**src/rtl/mem_port_arbiter.sv**
```systemverilog
// mem_port_arbiter: merges N client memory interfaces onto one memory port.
// Commands are serialised, the write-data channel stays locked to the granted
// client for a whole burst, and the client index is prepended to the memory
// tag so responses can be routed back combinationally.
// Build option: define MEM_ARB_RR_EN for round-robin arbitration; otherwise
// fixed priority (lowest index wins) with no rotation pointer.
module mem_port_arbiter #(
  parameter int unsigned N_CLIENTS  = 2,
  parameter int unsigned ADDR_WIDTH = 26,
  parameter int unsigned TAG_WIDTH  = 5,
  parameter int unsigned DATA_WIDTH = 128,
  parameter int unsigned DATA_BEATS = 4,
  localparam int unsigned IDX_WIDTH = (N_CLIENTS > 1) ? $clog2(N_CLIENTS) : 1
) (
  input  logic                              clk,
  input  logic                              reset,
  input  logic [N_CLIENTS-1:0]              c_cmd_valid,
  output logic [N_CLIENTS-1:0]              c_cmd_ready,
  input  logic [N_CLIENTS*ADDR_WIDTH-1:0]   c_cmd_addr,
  input  logic [N_CLIENTS*TAG_WIDTH-1:0]    c_cmd_tag,
  input  logic [N_CLIENTS-1:0]              c_cmd_rw,
  input  logic [N_CLIENTS-1:0]              c_data_valid,
  output logic [N_CLIENTS-1:0]              c_data_ready,
  input  logic [N_CLIENTS*DATA_WIDTH-1:0]   c_data_data,
  output logic [N_CLIENTS-1:0]              c_resp_valid,
  output logic [DATA_WIDTH-1:0]             c_resp_data,
  output logic [TAG_WIDTH-1:0]              c_resp_tag,
  output logic                              mem_cmd_valid,
  input  logic                              mem_cmd_ready,
  output logic [ADDR_WIDTH-1:0]             mem_cmd_addr,
  output logic [TAG_WIDTH+IDX_WIDTH-1:0]    mem_cmd_tag,
  output logic                              mem_cmd_rw,
  output logic                              mem_data_valid,
  input  logic                              mem_data_ready,
  output logic [DATA_WIDTH-1:0]             mem_data_data,
  input  logic                              mem_resp_valid,
  input  logic [DATA_WIDTH-1:0]             mem_resp_data,
  input  logic [TAG_WIDTH+IDX_WIDTH-1:0]    mem_resp_tag,
  output logic                              resp_err
);

  localparam int unsigned CNT_WIDTH = $clog2(DATA_BEATS) + 1;

  typedef enum logic [1:0] {IDLE, CMD, WDATA} state_t;

  state_t                 state, state_nxt;
  logic [IDX_WIDTH-1:0]   grant, grant_nxt;
  logic [CNT_WIDTH-1:0]   beat_cnt, beat_cnt_nxt;
  logic [IDX_WIDTH-1:0]   pick;
  logic                   any_req;
  logic [IDX_WIDTH-1:0]   resp_idx;
  logic                   resp_idx_ok;

`ifdef MEM_ARB_RR_EN
  logic [IDX_WIDTH-1:0]   rr_ptr;
  int unsigned            cand;

  // Round-robin pick: first requester at or after rr_ptr, wrapping.
  always_comb begin
    pick    = '0;
    any_req = 1'b0;
    cand    = 0;
    for (int unsigned k = 0; k < N_CLIENTS; k++) begin
      cand = (32'(rr_ptr) + k) % N_CLIENTS;
      if (!any_req && c_cmd_valid[cand]) begin
        pick    = IDX_WIDTH'(cand);
        any_req = 1'b1;
      end
    end
  end

  // Rotation pointer advances past the client whose command was accepted.
  always_ff @(posedge clk or posedge reset) begin
    if (reset) begin
      rr_ptr <= '0;
    end else if (state == CMD && mem_cmd_ready) begin
      rr_ptr <= (32'(grant) == N_CLIENTS - 1) ? '0 : grant + IDX_WIDTH'(1);
    end
  end
`else
  // Fixed-priority pick: lowest requesting index wins.
  always_comb begin
    pick    = '0;
    any_req = 1'b0;
    for (int unsigned k = 0; k < N_CLIENTS; k++) begin
      if (!any_req && c_cmd_valid[k]) begin
        pick    = IDX_WIDTH'(k);
        any_req = 1'b1;
      end
    end
  end
`endif

  // State, grant and beat counter registers.
  always_ff @(posedge clk or posedge reset) begin
    if (reset) begin
      state    <= IDLE;
      grant    <= '0;
      beat_cnt <= '0;
    end else begin
      state    <= state_nxt;
      grant    <= grant_nxt;
      beat_cnt <= beat_cnt_nxt;
    end
  end

  // Next-state logic and per-client handshake steering.
  always_comb begin
    state_nxt      = state;
    grant_nxt      = grant;
    beat_cnt_nxt   = beat_cnt;
    c_cmd_ready    = '0;
    c_data_ready   = '0;
    mem_cmd_valid  = 1'b0;
    mem_data_valid = 1'b0;
    case (state)
      IDLE: begin
        if (any_req) begin
          grant_nxt = pick;
          state_nxt = CMD;
        end
      end
      CMD: begin
        mem_cmd_valid      = 1'b1;
        c_cmd_ready[grant] = mem_cmd_ready;
        if (mem_cmd_ready) begin
          if (c_cmd_rw[grant]) begin
            state_nxt    = WDATA;
            beat_cnt_nxt = '0;
          end else begin
            state_nxt = IDLE;
          end
        end
      end
      WDATA: begin
        mem_data_valid      = c_data_valid[grant];
        c_data_ready[grant] = mem_data_ready;
        if (c_data_valid[grant] && mem_data_ready) begin
          beat_cnt_nxt = beat_cnt + CNT_WIDTH'(1);
          if (beat_cnt == CNT_WIDTH'(DATA_BEATS - 1)) state_nxt = IDLE;
        end
      end
      default: state_nxt = IDLE;
    endcase
  end

  assign mem_cmd_addr  = c_cmd_addr[grant*ADDR_WIDTH +: ADDR_WIDTH];
  assign mem_cmd_tag   = {grant, c_cmd_tag[grant*TAG_WIDTH +: TAG_WIDTH]};
  assign mem_cmd_rw    = c_cmd_rw[grant];
  assign mem_data_data = c_data_data[grant*DATA_WIDTH +: DATA_WIDTH];

  assign resp_idx    = mem_resp_tag[TAG_WIDTH +: IDX_WIDTH];
  assign resp_idx_ok = (32'(resp_idx) < N_CLIENTS);
  assign c_resp_data = mem_resp_data;
  assign c_resp_tag  = mem_resp_tag[TAG_WIDTH-1:0];

  // Response strobe routed by the index field; unknown indices are dropped.
  always_comb begin
    c_resp_valid = '0;
    if (resp_idx_ok) c_resp_valid[resp_idx] = mem_resp_valid;
  end

  // Sticky flag for responses carrying an index with no matching client.
  always_ff @(posedge clk or posedge reset) begin
    if (reset) begin
      resp_err <= 1'b0;
    end else if (mem_resp_valid && !resp_idx_ok) begin
      resp_err <= 1'b1;
    end
  end

endmodule

```
**config.mk**
```make
export PLATFORM = sky130hd
export DESIGN_NAME = mem_port_arbiter
export DESIGN_NICKNAME = d
export VERILOG_FILES = /design/src/rtl/mem_port_arbiter.sv
export SDC_FILE = /design/constraint.sdc
export NUM_CORES = 1
export LEC_CHECK = 0
export CAP_MARGIN = 40
export CORE_AREA = 10 10 289 291
export CTS_CLUSTER_SIZE = 25
export DETAILED_ROUTE_END_ITERATION = 12
export DIE_AREA = 0 0 299 301
export SLEW_MARGIN = 20
export SYNTH_ARGS = -nofsm -noshare
export SYNTH_HDL_FRONTEND = slang
export SYNTH_SLANG_ARGS = --single-unit
```
**constraint.sdc**
```tcl
create_clock -name clk -period 3.2 [get_ports clk]
set_input_delay 0.64 -clock clk [delete_from_list [all_inputs] [get_ports clk]]
set_output_delay 0.64 -clock clk [all_outputs]
set_load 0.05 [all_outputs]
```
==> flow_metrics.tcl <==
set metrics [dict create \
    wl_per_cell_um 24.3 \
    worst_pin_slew_ns 0.573 \
    die_area_um2 90000 \
    p_comb_frac 0.945 \
    globalplace.congestion 0.801 \
    yosysSeqAreaShare 0.0449 \
    antenna_found_initial 4 \
    numCtsBuffers 3 \
    htreeDepth 1 \
    syn_area_per_cell_um2 9.49 \
    finalCritPeriodShare 0.875 \
    finalSetupTns_ns 0 \
    io_pins 766 \
    clk_latency_ns 0.23 \
    synth_fa_ha_area_frac 0.00749 \
    critPathCaptureType "output port" \
    outcome "completed" \
    cts_resized 0 \
    first_iter_violations 50 \
    startpoint "grant" \
    start_kind "flip-flop" \
    core_um2 77300 \
    fin_area_um2 8320 \
    drt_drc_violations_left 0 \
    ys_warn_count 0 \
    cts_tree "built" \
    finalSetupViolCount 0 \
    placedInstanceArea_um2 8240 \
    layout_commonest_cell "clkdlybuf4s50_1" \
    cellPowerDensity_nw_per_um2 773 \
    postSynthCellCount 352 \
    synth_xor_area_frac 0 \
    final_nets 1171 \
    ant_nets 0 \
    synthSimpleGateAreaFrac 0.0288 \
    max_freq_mhz 357 \
    synth_top_family_by_area "multiplexers" \
    grt_pass1_wl_um 52800 \
    path_clk_slew_ns 0.03 \
    grt_max_degree 60 \
    seqPwrFrac 0.023 \
    layout_common_cells "clkdlybuf4s50_1, mux2_2, buf_4, nor2b_1, dfrtp_1" \
    slew_headroom 0.617 \
    area_growth_pct 149 \
    drive_gt1_frac 0.393 \
    hp-class "reg2reg" \
    dr_wl_met2_um 18600 \
    start_util 0.0432 \
    synth_cell_types 22 \
    pre_cts_ws_ns 0.434 \
    port-buffer-count 498 \
    muxShareOfSynthArea 0.545 \
    crit_required_ns 2.56 \
    fin_ws_ns 0.400 \
    die_height_um 301 \
    routed_via_density 2.36 \
    first_pass_iters 4 \
    cts_setup_buffers 0 \
    crit_type "reg2out" \
    maxSlewViolCount 0 \
    finalHoldViolCount 0 \
    grt_pass1_vias 4926 \
    fp.dieW_um 299 \
    finalClockSkew_ns 0.00278 \
    cts_buffer_depth 2 \
    path_max_fanout 55 \
    net-switching-power_w 0.00405 \
    grt_use_total 0.0884 \
    cap_violations 0 \
    rows 102 \
    cts_hold_buf 0 \
    dp_hpwl_um 39800 \
    rsz0062_at_grt "no" \
    ys_seq_elements 6 \
    syn_nets 817 \
    p_sw_frac 0.629 \
    min_period_ns 2.80 \
    ir_drop_v 0.000390 \
    vias 4116 \
    wl_met3_um 6140 \
    r2r-start "grant" \
    p_clk_frac 0.033 \
    overflow 0 \
    cts_sinks 6 \
    cp_data_arrival_time_ns 2.16 \
    hold-worst-slack_ns 0.509 \
    p_int_w 0.00239 \
    routed_wl_um 42400 \
    wirelength_met1_um 17500 \
    leakage_nw 2.91 \
    top_layer "met5" \
    cts_root_buffer "clkbuf_16" \
    syn-cell-area_um2 3340 \
    worstHoldStart "beat_cnt[2]" \
    synth_compound_area_frac 0.0131 \
]
[worst paths after layout]
check                      slack [ns]                  to  cells after the start
hold / removal                   0.51         beat_cnt[2]                      2
min in group asynchronous        0.77            state[1]                      2
setup reg to reg                 1.29         beat_cnt[0]                      5
setup / recovery                 0.40  mem_data_data[111]                      3
max in group asynchronous        2.21               grant                      2
hold reg to reg                  0.51         beat_cnt[2]                      2
[cell families (layout without fill, tap and decap cells)]
logic type,count (synthesis),in the layout
mux,162,162
buf+inv,157,510
flops,6,6
compound gates,7,7
other cells,1,3
simple gates,17,17
fa+ha+maj,2,2
[routing by layer]
metal | global-route usage | up-vias
met5 | 0.00811 | -
met4 | 0.00429 | 2
met3 | 0.0565 | 15
met2 | 0.140 | 573
met1 | 0.103 | 1735
li1 | - | 1791
[critical path, cell delays in order (launching register included)]
cell	delay, ns
dfrtp_4	0.43
buf_12	0.28
mux2_2	0.38
clkdlybuf4s50_1	0.74
[power by group through the flow]
stage | combinational, W | clock, W | sequential [W]
2_1_floorplan | 0.00431 | 0 | 0.000131
3_3_place_gp | 0.00631 | 0 | 0.000144
3_5_place_dp | 0.00632 | 0 | 0.000146
4_1_cts | 0.00635 | 0.000215 | 0.000147
5_1_grt | 0.00644 | 0.000221 | 0.000151
6_report | 0.00608 | 0.000211 | 0.000145
[through the flow]
| step | power, W | utilization | std cells |
|---|---|---|---|
| 2_1_floorplan | 0.00445 | - | 352 |
| 3_3_place_gp | 0.00646 | 0.107 | 1741 |
| 3_5_place_dp | 0.00646 | 0.107 | 1741 |
| 4_1_cts | 0.00671 | 0.108 | 1745 |
| 5_1_grt | 0.00681 | 0.108 | 1745 |
| 6_report | 0.00644 | 0.108 | 1747 |
[state kept, by name, indices dropped and copies added, names as in the netlist]
name      cells
beat_cnt      3
grant         1
state         2
[cell type report]
type	count	area, µm²
sequential	6	154
timing repair buffer	502	4780
antenna	2	5.00
fill	8918	69000
tap	1040	1300
inverter	4	15.0
clock buffer	4	78.8
multi-input combinational	189	1990
[Yosys cell counts]
cell type,instances,area share
mux2_2,160,0.54
buf_4,143,0.32
buf_6,10,0.034
dfrtp_1,6,0.045
nor2b_1,5,0.0094
inv_1,4,0.0045
nand2_1,3,0.0034
a21oi_1,2,0.0030
and2_1,2,0.0037
ha_1,2,0.0075
mux2i_1,2,0.0060
nor2_1,2,0.0022
o22ai_1,2,0.0037
a211oi_1,1,0.0022
and3_1,1,0.0019
and3b_1,1,0.0026
conb_1,1,0.0011
nand3b_1,1,0.0022
nor3_1,1,0.0015
o21ai_0,1,0.0015
o2bb2ai_1,1,0.0026
or2_1,1,0.0019
No activity file was read; power rests on OpenSTA's default activity.
